<file path="src/rtl/sv_packet_rx_if.sv">
// Valid/ready output bus of the packet receiver.
// master = receiver (drives head packet), slave = downstream sink.
interface sv_packet_rx_if;
    logic       out_valid;
    logic       out_ready;
    logic [7:0] data_out;
    logic [3:0] dest_out;

    modport master (output out_valid, output data_out, output dest_out, input out_ready);
    modport slave  (input out_valid, input data_out, input dest_out, output out_ready);
endinterface

</file>
<file path="src/rtl/sv_packet_rx.sv">
// Packet link receiver: parity check, destination filter, small FIFO, valid/ready output.
// Optional macro PKT_STATS_EN adds acc_cnt/drop_cnt statistics outputs.
module sv_packet_rx #(
    parameter logic [3:0] MY_ADDR  = 4'h3,
    parameter bit         BCAST_EN = 1'b1,
    parameter int         DEPTH    = 4
) (
    input  logic                  clk,
    input  logic                  rst_n,
    input  logic [13:0]           packet_in,
    input  logic                  clr_err,
    sv_packet_rx_if.master        rx_out,
    output logic                  overflow,
    output logic [7:0]            par_err_cnt
`ifdef PKT_STATS_EN
    ,
    output logic [15:0]           acc_cnt,
    output logic [15:0]           drop_cnt
`endif
);

    localparam int AW = $clog2(DEPTH);
    localparam logic [AW:0] FULL_CNT = (AW+1)'(DEPTH);

    logic [DEPTH-1:0][11:0] mem;
    logic [AW-1:0]          wr_ptr, rd_ptr;
    logic [AW:0]            count;

    logic pkt_vld, par_ok, dest_hit, accept, full, pop, push, ovf_set, par_fail;

    // Even parity over [12:0] means the XOR of those bits is zero.
    assign pkt_vld  = packet_in[13];
    assign par_ok   = ~(^packet_in[12:0]);
    assign par_fail = pkt_vld && !par_ok;
    assign dest_hit = (packet_in[11:8] == MY_ADDR) ||
                      (BCAST_EN && (packet_in[11:8] == 4'hF));
    assign accept   = pkt_vld && par_ok && dest_hit;

    assign full    = (count == FULL_CNT);
    assign pop     = rx_out.out_valid && rx_out.out_ready;
    // A same-cycle pop frees the slot, so a push on full is still taken.
    assign push    = accept && (!full || pop);
    assign ovf_set = accept && full && !pop;

    assign rx_out.out_valid = (count != '0);
    assign rx_out.data_out  = mem[rd_ptr][7:0];
    assign rx_out.dest_out  = mem[rd_ptr][11:8];

    always_ff @(posedge clk or negedge rst_n) begin
        if (!rst_n) begin
            mem    <= '0;
            wr_ptr <= '0;
            rd_ptr <= '0;
            count  <= '0;
        end else begin
            if (push) begin
                mem[wr_ptr] <= packet_in[11:0];
                wr_ptr      <= wr_ptr + 1'b1;
            end
            if (pop)
                rd_ptr <= rd_ptr + 1'b1;
            case ({push, pop})
                2'b10:   count <= count + 1'b1;
                2'b01:   count <= count - 1'b1;
                default: count <= count;
            endcase
        end
    end

    // clr_err has priority over a same-cycle set/increment.
    always_ff @(posedge clk or negedge rst_n) begin
        if (!rst_n) begin
            overflow    <= 1'b0;
            par_err_cnt <= '0;
        end else if (clr_err) begin
            overflow    <= 1'b0;
            par_err_cnt <= '0;
        end else begin
            if (ovf_set)
                overflow <= 1'b1;
            if (par_fail && (par_err_cnt != 8'hFF))
                par_err_cnt <= par_err_cnt + 1'b1;
        end
    end

`ifdef PKT_STATS_EN
    always_ff @(posedge clk or negedge rst_n) begin
        if (!rst_n) begin
            acc_cnt  <= '0;
            drop_cnt <= '0;
        end else begin
            if (accept)
                acc_cnt <= acc_cnt + 1'b1;
            if (pkt_vld && par_ok && !dest_hit)
                drop_cnt <= drop_cnt + 1'b1;
        end
    end
`endif

endmodule

</file>
<file path="src/flat_wrapper.sv">
// flat-port wrapper written by rule: the top's interface ports become plain ports
module sv_packet_rx_flat 
#(
    parameter logic [3:0] MY_ADDR  = 4'h3,
    parameter bit         BCAST_EN = 1'b1,
    parameter int         DEPTH    = 4
)
  (clk, rst_n, packet_in, clr_err, overflow, par_err_cnt, rx_out_out_valid, rx_out_data_out, rx_out_dest_out, rx_out_out_ready);
  sv_packet_rx_if rx_out_i ();
  input  logic clk;
  input  logic rst_n;
  input  logic [13:0] packet_in;
  input  logic clr_err;
  output logic overflow;
  output logic [7:0] par_err_cnt;
  output wire logic [$bits(rx_out_i.out_valid)-1:0] rx_out_out_valid;
  output wire logic [$bits(rx_out_i.data_out)-1:0] rx_out_data_out;
  output wire logic [$bits(rx_out_i.dest_out)-1:0] rx_out_dest_out;
  input wire logic [$bits(rx_out_i.out_ready)-1:0] rx_out_out_ready;
  assign rx_out_out_valid = rx_out_i.out_valid;
  assign rx_out_data_out = rx_out_i.data_out;
  assign rx_out_dest_out = rx_out_i.dest_out;
  assign rx_out_i.out_ready = rx_out_out_ready;
  sv_packet_rx #(.MY_ADDR(MY_ADDR), .BCAST_EN(BCAST_EN), .DEPTH(DEPTH)) u_core (.clk(clk), .rst_n(rst_n), .packet_in(packet_in), .clr_err(clr_err), .rx_out(rx_out_i), .overflow(overflow), .par_err_cnt(par_err_cnt));
endmodule
</file>
<file path="config.mk">
export PLATFORM = sky130hd
export DESIGN_NAME = sv_packet_rx_flat
export DESIGN_NICKNAME = d
export VERILOG_FILES = /design/src/rtl/sv_packet_rx_if.sv /design/src/rtl/sv_packet_rx.sv /design/src/flat_wrapper.sv
export SDC_FILE = /design/constraint.sdc
export NUM_CORES = 1
export LEC_CHECK = 0
export CAP_MARGIN = 15
export CORE_ASPECT_RATIO = 0.75
export CORE_MARGIN = 3
export CORE_UTILIZATION = 59
export CTS_CLUSTER_SIZE = 40
export DETAILED_ROUTE_END_ITERATION = 8
export PLACE_DENSITY = 0.84
export SETUP_SLACK_MARGIN = 0.1
export SLEW_MARGIN = 20
export SYNTH_ARGS = -nofsm -noshare
export SYNTH_HDL_FRONTEND = slang
export SYNTH_SLANG_ARGS = --single-unit
</file>
<file path="constraint.sdc">
create_clock -name clk -period 5 [get_ports clk]
set_input_delay 0.75 -clock clk [delete_from_list [all_inputs] [get_ports clk]]
set_output_delay 0.75 -clock clk [all_outputs]
set_load 0.02 [all_outputs]
</file>
==> results by group <==
Run status
  – Outcome: finished clean

Synthesis
  – Syn_area_per_cell: 14.3 µm²
  – Post-synthesis cell type count: 34
  – Async S/R FF share, synth: 100%
  – Yosys warnings: 0
  – #FFs+latches synth: 64
  – Post-Syn Area: 3110 µm²
  – Synth Flop Type: dfrtp_1
  – Post-synthesis sequential area ratio: 51.5%
  – Post-synth EDFFs: 0
  – Mapped Cells: 218
  – Synth Net Count: 246

Clock tree
  – Post-cts repair resize count: 0
  – Max Buffers Root-to-Sink: 2
  – Clock transition at path regs: 70 ps
  – H-tree Lvls: 3
  – CTS tree: built
  – CTS root buffer: clkbuf_8
  – Setup bufs post-CTS: 0
  – Num CTS Buffers: 9
  – Hold Buf Count CTS: 0
  – Clk sinks: 64
  – Later-pin clock latency in the skew report: 330 ps

Timing
  – Hold slack: 495 ps
  – Fin Setup TNS: 0 ps
  – Highest clock rate: 277 MHz
  – Max_slew headroom: 41.9%
  – Skew final: 7.10 ps
  – Final setup viols: 0
  – Fin crit share: 72.2%
  – Slew @ Worst Pin: 871 ps
  – Hold Vio Cnt, Final: 0
  – RSZ-0062 raised after global routing: no
  – Tmin final: 3610 ps
  – Final Max Tran Viols: 0

Setup path
  – Critical Path, Cell by Cell: clkdlybuf4s50_1 > inv_1 > ha_1 > xnor2_1 > xnor2_1 > xnor3_2 > nand2_1 > ha_1 > inv_1 > fa_1 > xor2_1 > nor2_1 > xor2_1
  – Worst Setup Start Kind: input port
  – Crit path buffers/inverters: 3
  – Data arrival, critical path: 3870 ps
  – Critical Path RT: 5260 ps
  – CP Capture Type: flop
  – Max FO, Critical Path: 18
  – Critical path depth: 13
  – Worst path slowest cell: clkdlybuf4s50_1
  – Cell depth of the worst flop-to-flop path: 9
  – Critical path class: in -> reg
  – CP peak stage delay: 610 ps
  – Top cell family by delay on the critical path: XOR/XNOR gates

Floorplanning
  – Row count: 22
  – Die H: 68.9 µm
  – Core area: 4980 µm²
  – I/O Pins: 40
  – Die ar.: 6190 µm²
  – Width of the die: 89.8 µm
  – Initial Util: 62.4%

Finish
  – Fill count: 332
  – Layout overhead on the synthesized area: 19.2%
  – Leading cell type in the layout, fill and taps excluded: dfrtp_1
  – Fraction of layout cells with a size suffix above 1: 30.7%
  – Nets@finish: 288
  – ANT cells: 0
  – Most frequent cells in the layout: 64 x dfrtp_1, 50 x mux2_2, 38 x clkdlybuf4s50_1, 12 x mux4_2

Global route
  – GR Overflow Total: 0
  – Global-route wire length before repair: 9980 µm
  – Largest net degree at the start of global routing: 65
  – Initial antenna violation count: 0
  – Overall routing resource usage: 21.6%
  – Vias in the first global route: 1938

Routing
  – Via count: 1929
  – DRT Pass-1 Iters: 4
  – Routed len/inst: 17.8 µm
  – Starting DRC count in detailed routing: 80
  – Routed WL: 5980 µm
  – DRC: 0
  – DRT antenna net count: 0
  – DR vias/cell: 5.74

Run
  – Max Cap Violations: 0

Placement
  – Count of buffers from port buffering: 39
  – Hpwl dp: 3950 µm
  – Final RePlAce weighted congestion: 0.735

Pwr
  – Maximum VDD drop: 308 µV
  – Power Density: 487 nW/µm²
  – Pleak: 1.69 nW

Worst hold path
  – Worst Hold Class: reg -> reg
  – Hold Path Cell Cnt: 1
-- path summary, 6_finish.rpt --
kind                                              from                           endpoint  slack [ps]
min in group asynchronous                        rst_n  u_core.par_err_cnt[6]$_DFFE_PN0P_         580
min reg2reg                u_core.count[2]$_DFFE_PN0P_        u_core.count[2]$_DFFE_PN0P_         490
max                                      packet_in[11]        u_core.count[2]$_DFFE_PN0P_        1390
max reg2reg                u_core.count[0]$_DFFE_PN0P_        u_core.count[2]$_DFFE_PN0P_        2660
max in group asynchronous                        rst_n  u_core.par_err_cnt[1]$_DFFE_PN0P_        3890
min                        u_core.count[2]$_DFFE_PN0P_        u_core.count[2]$_DFFE_PN0P_         490
-- report_power, final --
part           switching (W)  internal [W]
Clock               0.000185      0.000203
Combinational       0.000252      0.000361
Sequential          0.000142      0.000663
Total               0.000579       0.00123
-- kinds of logic (layout without fill, tap and decap cells) --
family / after synthesis / count (layout) / synth area share [%]
and+or+nand+nor: 34 / 34 / 6.44
AOI/OAI and AO/OA: 14 / 14 / 2.78
xor gates and xnor gates: 15 / 15 / 4.71
adders and majority gates: 10 / 10 / 4.27
buffers and inverters: 17 / 63 / 2.82
DFF: 64 / 64 / 51.5
muxes: 64 / 64 / 27.5
-- cell type report --
class | count | area [µm²] | area share [%]
Sequential cell | 64 | 1600 | 43.2
Multi-Input combinational cell | 137 | 1420 | 38.3
Timing Repair Buffer | 40 | 393 | 10.6
Clock buffer | 12 | 155 | 4.18
Tap cell | 72 | 90.1 | 2.43
Inverter | 8 | 30.0 | 0.810
Clock inverter | 3 | 17.5 | 0.472
-- through the flow --
stage	cell area (µm²)	utilization, %	instances	total power [W]	setup WS (ps)
floorplan	3110	-	218	0.00121	1870
detailed placement	3530	70.9	321	0.00143	1080
finish	3710	74.4	336	0.00181	1390
CTS	3710	74.4	336	0.00182	1400
global placement	3530	70.9	321	0.00140	1200
global route	3710	74.4	336	0.00192	1200
-- state kept, by name (all words and copies together) (netlist names) --
register,flops
u_core.rd_ptr,2
u_core.mem,48
u_core.overflow,1
u_core.count,3
u_core.wr_ptr,2
u_core.par_err_cnt,8
-- metal layers --
layer,part of all wire [%],global-route usage [%],up-vias
li1,-,-,876
met1,47,28.7,992
met2,48,34.6,55
met4,0.74,6.88,0
met5,0,0,-
met3,3.7,7.16,6
-- Yosys cell counts, drive strengths merged, types with 2 or more instances --
library cell   n  area, µm²
mux4          12        270
buf            7       50.0
dfrtp         64       1600
clkbuf         2       7.51
mux2          51        574
nor2           5       18.8
xor2           3       26.3
xnor2         11       96.3
or4            4       30.0
or3            2       12.5
inv            8       30.0
nor2b          3       18.8
nand3          8       40.0
ha             9        113
nand2          5       18.8
a21oi          5       25.0
nand2b         2       12.5
o31ai          4       30.0
o21ai          3       15.0
Note: power is estimated with default switching activity, not from simulation.
